`src/rtl/jtvigil_bank_arb_if.sv`:
```
// jtvigil_bank_arb_if: bank 0 SDRAM read channel (addr/rd from arbiter; ack/dst/dok/rdy/data_read from controller)
interface jtvigil_bank_arb_if;
  logic [21:0] addr;
  logic        rd, ack, dst, dok, rdy;
  logic [15:0] data_read;
  modport master(output addr, rd, input ack, dst, dok, rdy, data_read);
  modport slave(input addr, rd, output ack, dst, dok, rdy, data_read);
endinterface

```
`src/rtl/jtvigil_bank_arb.sv`:
```
// jtvigil_bank_arb: three one-word ROM caches (sN_cs/sN_addr in, sN_data/sN_ok out) refilled round-robin over one SDRAM bank (ba)
module jtvigil_bank_arb #(
  parameter int          S0_AW     = 18,
  parameter int          S1_AW     = 16,
  parameter int          S2_AW     = 16,
  parameter logic [21:0] S1_OFFSET = 22'h0,
  parameter logic [21:0] S2_OFFSET = 22'h0
)(
  input  logic             clk,
  input  logic             rst,
  input  logic             downloading,
  input  logic             s0_cs,
  input  logic [S0_AW-1:0] s0_addr,
  output logic [7:0]       s0_data,
  output logic             s0_ok,
  input  logic             s1_cs,
  input  logic [S1_AW-1:0] s1_addr,
  output logic [7:0]       s1_data,
  output logic             s1_ok,
  input  logic             s2_cs,
  input  logic [S2_AW-1:0] s2_addr,
  output logic [7:0]       s2_data,
  output logic             s2_ok,
  jtvigil_bank_arb_if.master ba
);
  typedef enum logic [1:0] {IDLE, REQ, WAIT} state_t;
  state_t             st, st_nx;
  logic [2:0][21:0]   wa, tag, off;
  logic [2:0][15:0]   word;
  logic [2:0][7:0]    dout;
  logic [2:0]         cs_v, lsb, valid, hit, miss, rot;
  logic [21:0]        lat;
  logic [1:0]         ptr, gnt, sel, ofs;
  logic [2:0]         sum;
  logic               fill, unused_dst;
  assign unused_dst = ba.dst;
  assign wa   = {22'(s2_addr[S2_AW-1:1]), 22'(s1_addr[S1_AW-1:1]), 22'(s0_addr[S0_AW-1:1])};
  assign off  = {S2_OFFSET, S1_OFFSET, 22'd0};
  assign cs_v = {s2_cs, s1_cs, s0_cs};
  assign lsb  = {s2_addr[0], s1_addr[0], s0_addr[0]};
  for (genvar g = 0; g < 3; g++) begin : g_slot
    assign hit[g]  = cs_v[g] & valid[g] & (tag[g] == wa[g]);
    assign miss[g] = cs_v[g] & ~hit[g] & ~downloading;
    assign dout[g] = lsb[g] ? word[g][15:8] : word[g][7:0];
  end
  assign {s2_ok, s1_ok, s0_ok}       = hit;
  assign {s2_data, s1_data, s0_data} = dout;
  // rotate misses so bit 0 is the slot under the pointer, then take the first set bit
  assign rot  = ptr == 2'd1 ? {miss[0], miss[2:1]} : ptr == 2'd2 ? {miss[1:0], miss[2]} : miss;
  assign ofs  = rot[0] ? 2'd0 : rot[1] ? 2'd1 : 2'd2;
  assign sum  = 3'(ptr) + 3'(ofs);
  assign sel  = 2'(sum >= 3'd3 ? sum - 3'd3 : sum);
  assign fill = st == WAIT & ba.dok & ba.rdy;
  always_ff @(posedge clk or posedge rst)
    if (rst) st <= IDLE;
    else     st <= st_nx;
  always_comb
    st_nx = st == IDLE ? (|miss ? REQ : IDLE) : st == REQ ? (ba.ack ? WAIT : REQ) : (fill ? IDLE : WAIT);
  always_ff @(posedge clk or posedge rst)
    if (rst) begin
      ba.rd   <= 1'b0;
      ba.addr <= '0;
      word    <= '0;
      tag     <= '0;
      valid   <= '0;
      ptr     <= '0;
      gnt     <= '0;
      lat     <= '0;
    end else begin
      if (st == IDLE && |miss) begin
        gnt     <= sel;
        lat     <= wa[sel];
        ba.addr <= off[sel] + wa[sel];
        ba.rd   <= 1'b1;
        ptr     <= sel == 2'd2 ? 2'd0 : 2'(sel + 2'd1);
      end
      if (st == REQ && ba.ack) ba.rd <= 1'b0;
      if (fill) begin
        word[gnt] <= ba.data_read;
        tag[gnt]  <= lat;
      end
      // a fill that lands while downloading is dropped by never setting its valid bit
      valid <= downloading ? 3'd0 : valid | (fill ? 3'b001 << gnt : 3'd0);
    end
endmodule

```
`src/flat_wrapper.sv`:
```
// flat-port wrapper written by rule: the top's interface ports become plain ports
module jtvigil_bank_arb_flat 
#(
  parameter int          S0_AW     = 18,
  parameter int          S1_AW     = 16,
  parameter int          S2_AW     = 16,
  parameter logic [21:0] S1_OFFSET = 22'h0,
  parameter logic [21:0] S2_OFFSET = 22'h0
)
  (clk, rst, downloading, s0_cs, s0_addr, s0_data, s0_ok, s1_cs, s1_addr, s1_data, s1_ok, s2_cs, s2_addr, s2_data, s2_ok, ba_addr, ba_rd, ba_ack, ba_dst, ba_dok, ba_rdy, ba_data_read);
  jtvigil_bank_arb_if ba_i ();
  input  logic clk;
  input  logic rst;
  input  logic downloading;
  input  logic s0_cs;
  input  logic [S0_AW-1:0] s0_addr;
  output logic [7:0] s0_data;
  output logic s0_ok;
  input  logic s1_cs;
  input  logic [S1_AW-1:0] s1_addr;
  output logic [7:0] s1_data;
  output logic s1_ok;
  input  logic s2_cs;
  input  logic [S2_AW-1:0] s2_addr;
  output logic [7:0] s2_data;
  output logic s2_ok;
  output wire logic [$bits(ba_i.addr)-1:0] ba_addr;
  output wire logic [$bits(ba_i.rd)-1:0] ba_rd;
  input wire logic [$bits(ba_i.ack)-1:0] ba_ack;
  input wire logic [$bits(ba_i.dst)-1:0] ba_dst;
  input wire logic [$bits(ba_i.dok)-1:0] ba_dok;
  input wire logic [$bits(ba_i.rdy)-1:0] ba_rdy;
  input wire logic [$bits(ba_i.data_read)-1:0] ba_data_read;
  assign ba_addr = ba_i.addr;
  assign ba_rd = ba_i.rd;
  assign ba_i.ack = ba_ack;
  assign ba_i.dst = ba_dst;
  assign ba_i.dok = ba_dok;
  assign ba_i.rdy = ba_rdy;
  assign ba_i.data_read = ba_data_read;
  jtvigil_bank_arb #(.S0_AW(S0_AW), .S1_AW(S1_AW), .S2_AW(S2_AW), .S1_OFFSET(S1_OFFSET), .S2_OFFSET(S2_OFFSET)) u_core (.clk(clk), .rst(rst), .downloading(downloading), .s0_cs(s0_cs), .s0_addr(s0_addr), .s0_data(s0_data), .s0_ok(s0_ok), .s1_cs(s1_cs), .s1_addr(s1_addr), .s1_data(s1_data), .s1_ok(s1_ok), .s2_cs(s2_cs), .s2_addr(s2_addr), .s2_data(s2_data), .s2_ok(s2_ok), .ba(ba_i));
endmodule
```
`config.mk`:
```
export PLATFORM = sky130hd
export DESIGN_NAME = jtvigil_bank_arb_flat
export DESIGN_NICKNAME = d
export VERILOG_FILES = /design/src/rtl/jtvigil_bank_arb_if.sv /design/src/rtl/jtvigil_bank_arb.sv /design/src/flat_wrapper.sv
export SDC_FILE = /design/constraint.sdc
export NUM_CORES = 1
export LEC_CHECK = 0
export CAP_MARGIN = 20
export CORE_MARGIN = 1
export CORE_UTILIZATION = 45
export CTS_CLUSTER_DIAMETER = 60
export DETAILED_ROUTE_END_ITERATION = 8
export PLACE_DENSITY = 0.8
export SYNTH_ARGS = -nofsm -noshare
export SYNTH_HDL_FRONTEND = slang
export SYNTH_SLANG_ARGS = --single-unit
```
`constraint.sdc`:
```
create_clock -name clk -period 10.05 [get_ports clk]
set_clock_uncertainty 0.1 [all_clocks]
set_input_delay 2.01 -clock clk [delete_from_list [all_inputs] [get_ports clk]]
set_output_delay 2.01 -clock clk [all_outputs]
set_load 0.02 [all_outputs]
```
==> impl_metrics.py, run 1 <==
metrics = {
    "clock_network": {
        "post-cts-setup-buffers": 0,
        "htreeDepth": 4,
        "cts_buffers": 17,
        "max-clock-path-buffers": 2,
        "clk-insertion-delay-late_ps": 410,
        "cts_tree": "yes",
        "clkSinkCount": 126,
        "cts_resized": 0,
        "clkSlewWorstSetupHoldPaths_ps": 50,
        "cts_hold_buf": 0,
        "ctsRootBufferMaster": "clkbuf_16",
    },
    "global_routing": {
        "grtUsageTotal_pct": 22.8,
        "antenna_found_initial": 0,
        "grt_pass1_wl_um": 24500,
        "grt_max_degree": 74,
        "grt-ovfl-total": 0,
        "grt_pass1_vias": 4687,
    },
    "power": {
        "totalPowerFinal_mw": 2.74,
        "ir_worst_vdd_mv": 0.206,
        "powerDensity_nw_per_um2": 335,
        "power_leakage_nw": 3.61,
    },
    "finish": {
        "final_cell_mix": "126 x dfrtp_1, 124 x mux2_2, 119 x clkdlybuf4s50_1",
        "fin_area_um2": 8170,
        "fin_nets": 676,
        "drive_above_1_share_pct": 30.4,
        "n_antenna_cell": 0,
        "layout_commonest_cell": "dfrtp_1",
        "areaGrowthSynthToFinish_pct": 32.5,
        "fillers": 1025,
        "postLayoutCoreUtil_pct": 61.5,
    },
    "yosys": {
        "synth_top_family_by_area": "multiplexers",
        "synth_flop_cell": "dfrtp_1",
        "syn_area_per_cell_um2": 13.2,
        "yosys.area_share.simple_pct": 5.72,
        "muxShareOfSynthArea_pct": 29.5,
        "synthAdderAreaFrac_pct": 0.730,
        "synth_edf_count": 0,
        "yosys_warnings": 0,
        "ys_types": 41,
        "synth_area_um2": 6170,
        "synthArstFlopShare_pct": 100,
        "syn-instance-count": 469,
        "synth.yosys.seq_area_share_pct": 51.1,
        "synthXorXnorAreaFrac_pct": 6.67,
        "synth-compound-area-share_pct": 3.49,
        "ys_ff_latch": 126,
    },
    "sta": {
        "finalHoldViolCount": 0,
        "rsz0062_at_grt": "no",
        "whs_ps": 399,
        "fmax_mhz": 145,
        "fin_crit_ps": 6890,
        "tightest_slew_ps": 878,
        "setup_viol": 0,
        "slew_viol_final": 0,
        "period_share_pct": 68.6,
        "max-slew-margin-rel_pct": 41.5,
        "fin_setup_tns_ps": 0,
    },
    "detailed_routing": {
        "top_layer_used": "met4",
        "dr.pass1.iters": 5,
        "drc_errors": 0,
        "via_count": 4154,
        "drt_iter0_markers": 228,
        "wl_met2_um": 7550,
        "ant_nets": 0,
        "met1_length_um": 5890,
        "post_drt_wl_per_cell_um": 18.9,
        "viasPerCell": 5.30,
        "wl_met3_um": 1070,
        "wirelength_um": 14900,
    },
    "placement": {
        "gp_congestion": 0.867,
        "dpl.hpwl_um": 10300,
        "placed_cell_area_um2": 7560,
        "port_buffers": 119,
    },
    "critical_path": {
        "cp-start-kind": "primary input",
        "timing.critical_path.buf_inv": 4,
        "cp.arrival_ps": 7140,
        "cp.required_ps": 10300,
        "worst_setup_path_end_kind": "flop",
        "crit_path_max_incr_delay_ps": 640,
        "crit_slowest_cell": "o41ai_4",
        "cp_max_fo": 19,
        "crit_type": "in2reg",
        "cp_cell_sequence": "clkdlybuf4s50_1, xor2_1, nor4_1, nand3_1, o41ai_4, nand4_1, o211ai_1, ha_1, inv_1, fa_1, inv_1, ha_1, nor3b_1, o21a_1, nor2b_1, buf_4, nand2_1, o21ai_0, mux2_4",
        "crit_family": "simple AND/OR/NAND/NOR gates",
    },
    "floorplanning": {
        "die-area_um2": 14200,
        "core_area_um2": 13300,
        "ioPinCount": 126,
        "placementRows": 42,
        "fp.dieW_um": 119,
        "initial_core_util_pct": 46.4,
        "dieHeight_um": 119,
    },
    "worst_hold_path": {
        "hold_class": "reg2reg",
    },
    "status": {
        "outcome": "finished clean",
    },
    "flow_run": {
        "cap_violations": 0,
    },
}
-- metrics by stage --
step	cells	worst slack (ps)
floorplan	473	3620
global placement	754	2940
detailed placement	754	2800
CTS	784	3210
global route	784	2890
finish	784	3160
-- synthesized netlist by cell type (2+ instances only) --
master	instances	area, um2
dfrtp_1	126	3150
mux2_2	124	1400
xor2_1	28	245
nand2_1	25	93.8
xnor2_1	19	166
mux2i_1	18	180
o21ai_0	17	85.1
mux2_4	16	240
clkbuf_1	11	41.3
inv_1	10	37.5
nor4_1	9	56.3
nor2_1	8	30.0
nand4_1	7	43.8
buf_4	5	37.5
a21oi_1	4	20.0
buf_2	4	20.0
nor2b_1	4	25.0
nor3b_1	3	22.5
o21a_1	3	22.5
buf_1	2	7.51
buf_6	2	22.5
ha_1	2	25.0
nand2b_1	2	12.5
nor3_1	2	10.0
or3_1	2	12.5
-- sequential cells by signal, indices dropped and copies added (netlist names) --
name and flops:
u_core.st 2, u_core.ba.rd 1, u_core.ptr 2, u_core.valid 3, u_core.tag 51, u_core.word 48, u_core.lat 3, u_core.ba.addr 14
u_core.gnt 2
-- layout make-up --
cell class                 count  area, um2  share of cell area [%]
tap                          176        220                    2.70
timing repair buffer         129       1270                    15.5
inverter                      11       43.8                   0.536
clock inverter                 7        135                    1.65
sequential                   126       3150                    38.6
multi-input combinational    312       2870                    35.2
clock buffer                  23        478                    5.85
-- worst register-to-register path, stage by stage, from the launching register on --
cell and delay [ps]:
dfrtp_1 380, xor2_1 180, nor4_1 460, nand3_1 300
o41ai_4 650, nand4_1 190, o211ai_1 130, ha_1 160
inv_1 50, fa_1 500, inv_1 50, ha_1 200
nor3b_1 310, o21a_1 640, nor2b_1 220, buf_4 240
nand2_1 80, o21ai_0 100, mux2_4 190
-- power by group --
group / switching, mW / internal (mW)
Combinational: 0.571 / 0.626
Sequential: 0.165 / 0.735
Clock: 0.208 / 0.430
-- layer usage --
layer,global-route usage [%],vias up
li1,-,1907
met1,26.9,2079
met2,38.4,140
met3,7.66,28
met4,8.70,0
met5,0,-
-- cell families after synthesis --
| kind of cell | after synthesis |
|---|---|
| buffers and inverters | 35 |
| AND/OR/NAND/NOR | 68 |
| XOR/XNOR | 47 |
| multiplexers | 158 |
| other | 1 |
| flip-flops | 126 |
| AO/OA/AOI/OAI | 31 |
| adder cells (fa/ha/maj) | 3 |
-- path summary, 6_finish.rpt --
| path | from | endpoint | slack, ps | depth (start not counted) |
|---|---|---|---|---|
| min in group asynchronous | rst | u_core.word[25] | 2050 | 2 |
| hold reg to reg | u_core.word[13] | u_core.word[13] | 400 | 1 |
| setup reg to reg | u_core.tag[15] | u_core.ba.addr[14] | 4870 | 18 |
| setup / recovery | s0_addr[16] | u_core.ba.addr[14] | 3160 | 19 |
| hold / removal | u_core.word[13] | u_core.word[13] | 400 | 1 |
| max in group asynchronous | rst | u_core.tag[22] | 6580 | 3 |
(Power assumes the default switching activity.)
==> run 2: changes to the inputs <==
clock period = 7.1 ns   (was 10.05 ns; I/O delays follow)
==> run 2 against run 1 <==
Effect of this change:
- register-to-register slack worse by 2700 ps
- routed wire length is 1.7% higher
- non-clock buffer count is 2 higher
- largest cell class unchanged
- cell area is 0.17% lower
- critical path type unchanged
==> impl_metrics.py, run 2 (synthesized netlist as in run 1, its figures left out) <==
metrics = {
    "floorplanning": {
        "placementRows": 42,
        "die-area_um2": 14200,
        "core_area_um2": 13300,
        "ioPinCount": 126,
        "dieHeight_um": 119,
        "initial_core_util_pct": 46.4,
        "fp.dieW_um": 119,
    },
    "sta": {
        "fin_setup_tns_ps": 0,
        "fin_crit_ps": 6010,
        "max-slew-margin-rel_pct": 48.1,
        "tightest_slew_ps": 779,
        "rsz0062_at_grt": "no",
        "period_share_pct": 84.6,
        "slew_viol_final": 0,
        "whs_ps": 400,
        "setup_viol": 0,
        "finalHoldViolCount": 0,
        "fmax_mhz": 167,
    },
    "finish": {
        "largestRegisters": "u_core.tag x51, u_core.word x48, u_core.ba.addr x14",
        "n_antenna_cell": 0,
        "layout_commonest_cell": "dfrtp_1",
        "largest_register": "u_core.tag",
        "fin_cells": 786,
        "areaGrowthSynthToFinish_pct": 32.2,
        "fillers": 1047,
        "drive_above_1_share_pct": 30.7,
        "final_cell_mix": "126 x dfrtp_1, 124 x mux2_2, 119 x clkdlybuf4s50_1",
        "largest_register_ffs": 51,
        "fin_nets": 678,
    },
    "clock_network": {
        "cts_hold_buf": 0,
        "cts_tree": "yes",
        "clk-insertion-delay-late_ps": 420,
        "post-cts-setup-buffers": 0,
        "cts_buffers": 17,
        "ctsRootBufferMaster": "clkbuf_16",
        "clkSlewWorstSetupHoldPaths_ps": 50,
        "max-clock-path-buffers": 2,
        "cts_resized": 0,
        "clkSinkCount": 126,
        "htreeDepth": 4,
    },
    "power": {
        "ir_worst_vdd_mv": 0.265,
        "clkPwrFrac_pct": 21.7,
        "sequentialPowerShare_pct": 33.2,
        "power_leakage_nw": 3.61,
        "powerDensity_nw_per_um2": 471,
        "sw_frac_of_total_pct": 35.2,
        "switchingPower_mw": 1.35,
        "p_int_mw": 2.49,
        "combPwrFrac_pct": 45.0,
    },
    "detailed_routing": {
        "wl_met3_um": 1040,
        "viasPerCell": 5.33,
        "met1_length_um": 6010,
        "dr.pass1.iters": 4,
        "ant_nets": 0,
        "via_count": 4189,
        "wirelength_um": 15100,
        "drt_iter0_markers": 162,
        "wl_met2_um": 7620,
        "post_drt_wl_per_cell_um": 19.2,
        "top_layer_used": "met4",
        "drc_errors": 0,
    },
    "worst_hold_path": {
        "hp-start": "u_core.tag[38]",
        "hold_path_end": "u_core.tag[38]",
        "min_path_cells": 1,
        "hold_class": "reg2reg",
    },
    "placement": {
        "port_buffers": 119,
        "placed_cells": 755,
        "gp_congestion": 0.810,
        "dpl.hpwl_um": 10500,
    },
    "critical_path": {
        "r2r_setup_slack_ps": 2190,
        "cp-start-kind": "primary input",
        "cp.arrival_ps": 6200,
        "reg2reg_depth": 18,
        "timing.rr.start": "u_core.tag[15]",
        "worst_setup_path_end_kind": "flop",
        "r2r-end": "u_core.ba.addr[5]",
        "cp_max_fo": 12,
        "crit_type": "in2reg",
        "cp.required_ps": 7290,
    },
    "flow_run": {
        "cap_violations": 0,
    },
    "status": {
        "outcome": "finished clean",
    },
    "global_routing": {
        "grt_max_degree": 84,
        "grt-ovfl-total": 0,
        "grt_pass1_vias": 4699,
        "grt_pass1_wl_um": 24400,
        "antenna_found_initial": 0,
        "grtUsageTotal_pct": 22.8,
    },
}
## run 2: cell count changes in the layout (fill, tap and decap cells not counted)
cell,change
buf_12,+1
nor3b_2,-1
clkinvlp_4,+1
bufinv_16,-2
clkinv_2,+1
buf_4,+1
nor3b_4,+1
## run 2: routing by layer
metal / vias up / track usage, %
met2: 144 / 38.3
met5: - / 0
met1: 2109 / 26.2
li1: 1901 / -
met4: 0 / 9.18
met3: 35 / 8.38
## run 2: worst max-delay path by stage
stage | cells after the start | start | end
3_3_place_gp | 19 | s0_addr[16] | u_core.ba.addr[5]
3_5_place_dp | 19 | s0_addr[16] | u_core.ba.addr[6]
2_1_floorplan | 18 | s2_cs | u_core.ba.addr[0]
5_1_grt | 19 | s0_addr[16] | u_core.ba.addr[5]
4_1_cts | 19 | s0_addr[16] | u_core.ba.addr[5]
6_report | 19 | s0_addr[16] | u_core.ba.addr[5]
## run 2: area by class of cell
class / instances / area [um2] / share of cell area, %
Clock buffer: 23 / 478 / 5.86
Clock inverter: 7 / 87.6 / 1.07
Inverter: 11 / 43.8 / 0.537
Multi-Input combinational cell: 312 / 2880 / 35.3
Sequential cell: 126 / 3150 / 38.7
Tap cell: 176 / 220 / 2.70
Timing Repair Buffer: 131 / 1290 / 15.9
## run 2: power groups by stage
stage               clock network, mW  logic [mW]  registers (mW)
floorplan                           0        1.12            1.26
global placement                    0        1.68            1.25
detailed placement                  0        1.72            1.28
CTS                             0.850        1.73            1.28
global route                    0.882        1.87            1.32
finish                          0.834        1.73            1.28
## run 2: critical path, cell delays in order
cell and delay [ps]:
clkdlybuf4s50_1 450, xor2_1 220, nor4_1 430, nand3_1 270, o41ai_4 640, nand4_1 180, o211ai_1 150, ha_1 190
inv_1 50, fa_1 500, inv_1 50, ha_1 200, nand3b_1 190, a21oi_2 150, buf_4 200, buf_4 290
mux2i_1 240, o21ai_0 120, mux2_4 270
## run 2: per-stage QoR
step                      total power, mW  worst slack [ps]  util [%]  instance area (um2)
final                                3.84              1090      61.3                 8160
after global routing                 4.07               893      61.3                 8160
after CTS                            3.86              1120      61.2                 8140
after detailed placement             3.00               738      56.9                 7570
after global placement               2.93               906      56.9                 7570
after floorplan                      2.38              1260         -                 6180
==> edit: new RTL, config.mk and constraints of run 1 <==
`S0_AW` is set to 18 in 2 places; all go to 36.
--- a/src/rtl/jtvigil_bank_arb.sv
+++ b/src/rtl/jtvigil_bank_arb.sv
@@ -1,5 +1,5 @@
 // jtvigil_bank_arb: three one-word ROM caches (sN_cs/sN_addr in, sN_data/sN_ok out) refilled round-robin over one SDRAM bank (ba)
 module jtvigil_bank_arb #(
-  parameter int          S0_AW     = 18,
+  parameter int          S0_AW     = 36,
   parameter int          S1_AW     = 16,
   parameter int          S2_AW     = 16,
--- a/src/flat_wrapper.sv
+++ b/src/flat_wrapper.sv
@@ -2,5 +2,5 @@
 module jtvigil_bank_arb_flat 
 #(
-  parameter int          S0_AW     = 18,
+  parameter int          S0_AW     = 36,
   parameter int          S1_AW     = 16,
   parameter int          S2_AW     = 16,
Interface: changed (resized s0_addr); port bits go from 126 to 144. The function was not compared with the original's and may differ.
==> edit against run 1 <==
Synthesized cell count grew 15%; synthesized area up 13%; largest cell class unchanged; count of clock-buffer cells in the layout shrank 5; critical path type unchanged; worst setup slack improved by 240 ps; largest power group unchanged; sequential cell count is 20 higher; total power up 11%; routed wire length is 16% higher; clock power increased by 6.7%; cell area increased by 12%.
==> edit: results (changes against run 1) <==
* Max reg flops at 66 (+29%)
* First DRT Iteration DRCs at 216 (-5.3%)
* Met3 WL at 1040 um (-2.1%)
* Leading post-synthesis cells by cell area: dfrtp_1 (52%), mux2_2 (23%), xor2_1 (5.0%)
* GP Congestion at 0.856 (-1.3%)
* NumNets Final at 770 (+14%)
* Pleak at 4.07 nW (+13%)
* Fin Hold WS at 403 ps (+4.30 ps)
* R2r endpoint: u_core.ba.addr[8]$_DFFE_PP0P_
* WHS Path Cells at 2 (+1)
* Initial antenna violation count at 1 (+1)
* Crit-path max cell delay at 890 ps (+250 ps)
* CP max stage cell: and2_0
* Buffers on Ports at 129 (+8.4%)
* Clock Latency Late Sink at 430 ps (+20 ps)
* Routed WL at 17200 um (+16%)
* Vias in the first global route at 5050 (+7.7%)
* GR Util met2 at 37.7% (-0.64 points)
* R2R Path Start: u_core.tag[3]$_DFFE_PP0P_
* Max FO, Critical Path at 16 (-3)
* Cell Count, Final, Fillers Out at 875 (+12%)
* Global-route wire length before repair at 27100 um (+11%)
* Routing usage on met1 at 27.6% (+0.74 points)
* Synth Instances at 539 (+15%)
* Post-place setup slack at 3110 ps (+309 ps)
* Hpwl dp at 11800 um (+15%)
* Slew margin rel. at 25.3% (-16 points)
* Post-synthesis adder-cell area fraction at 0.644% (-0.086 points)
* Run status: finished clean
* Total GRT Usage at 22.7% (-0.15 points)
* Post-DP Area at 8500 um^2 (+12%)
* Largest net degree at the start of global routing at 89 (+20%)
* Via count at 4790 (+15%)
* Post-synth top cells: dfrtp_1 (146), mux2_2 (144), xor2_1 (40)
* Met1 Wirelength at 7230 um (+23%)
* TritonRoute pass-1 iters at 4 (-1)
* Post-Synth XOR/XNOR Area at 6.13% (-0.54 points)
* Sequential area share after synthesis at 52.2% (+1.1 points)
* Yosys cell types at 46 (+12%)
* # fillers at 1174 (+15%)
* Share of post-route cells with drive strength above 1 at 29.4% (-0.98 points)
* Post-synthesis mux area share at 28.6% (-0.83 points)
## edit: changes by cell type after synthesis, moves of 6 or more
cell,run 1,this run
clkbuf_1,11,17
dfrtp_1,126,146
mux2_2,124,144
mux2_4,16,10
nand2_1,25,36
xnor2_1,19,9
xor2_1,28,40
## edit: worst max-delay path by stage
stage                     cells after the start  slack [ps]                            end   startpoint
after global routing                         16        3180  u_core.ba.addr[2]$_DFFE_PP0P_   s0_addr[4]
final                                        16        3400  u_core.ba.addr[8]$_DFFE_PP0P_   s0_addr[4]
after CTS                                    16        3510  u_core.ba.addr[8]$_DFFE_PP0P_   s0_addr[4]
after floorplan                              16        3960  u_core.ba.addr[0]$_DFFE_PP0P_  s2_addr[11]
after global placement                       18        3250  u_core.ba.addr[2]$_DFFE_PP0P_  s2_addr[11]
after detailed placement                     16        3110  u_core.ba.addr[8]$_DFFE_PP0P_   s0_addr[4]
## edit: final cells by class
| class | instances | area [um^2] | area share, % |
|---|---|---|---|
| Sequential cell | 146 | 3650 | 39.8 |
| Multi-Input combinational cell | 356 | 3210 | 35.0 |
| Timing Repair Buffer | 137 | 1370 | 14.9 |
| Clock buffer | 18 | 439 | 4.79 |
| Tap cell | 188 | 235 | 2.56 |
| Clock inverter | 14 | 203 | 2.21 |
| Inverter | 15 | 61.3 | 0.668 |
| Antenna cell | 1 | 2.50 | 0.0273 |
## edit: report_power, final
| group | total, W | switching (W) | internal (W) |
|---|---|---|---|
| combinational | 0.00131 | 0.000644 | 0.000670 |
| sequential | 0.00105 | 0.000193 | 0.000852 |
| clock | 0.000681 | 0.000256 | 0.000425 |
| total | 0.00304 | 0.00109 | 0.00195 |
## edit: worst min-delay path: stages (launching register included)
cell and delay (ps):
dfrtp_1 350, nor2_1 50, nor2_1 70
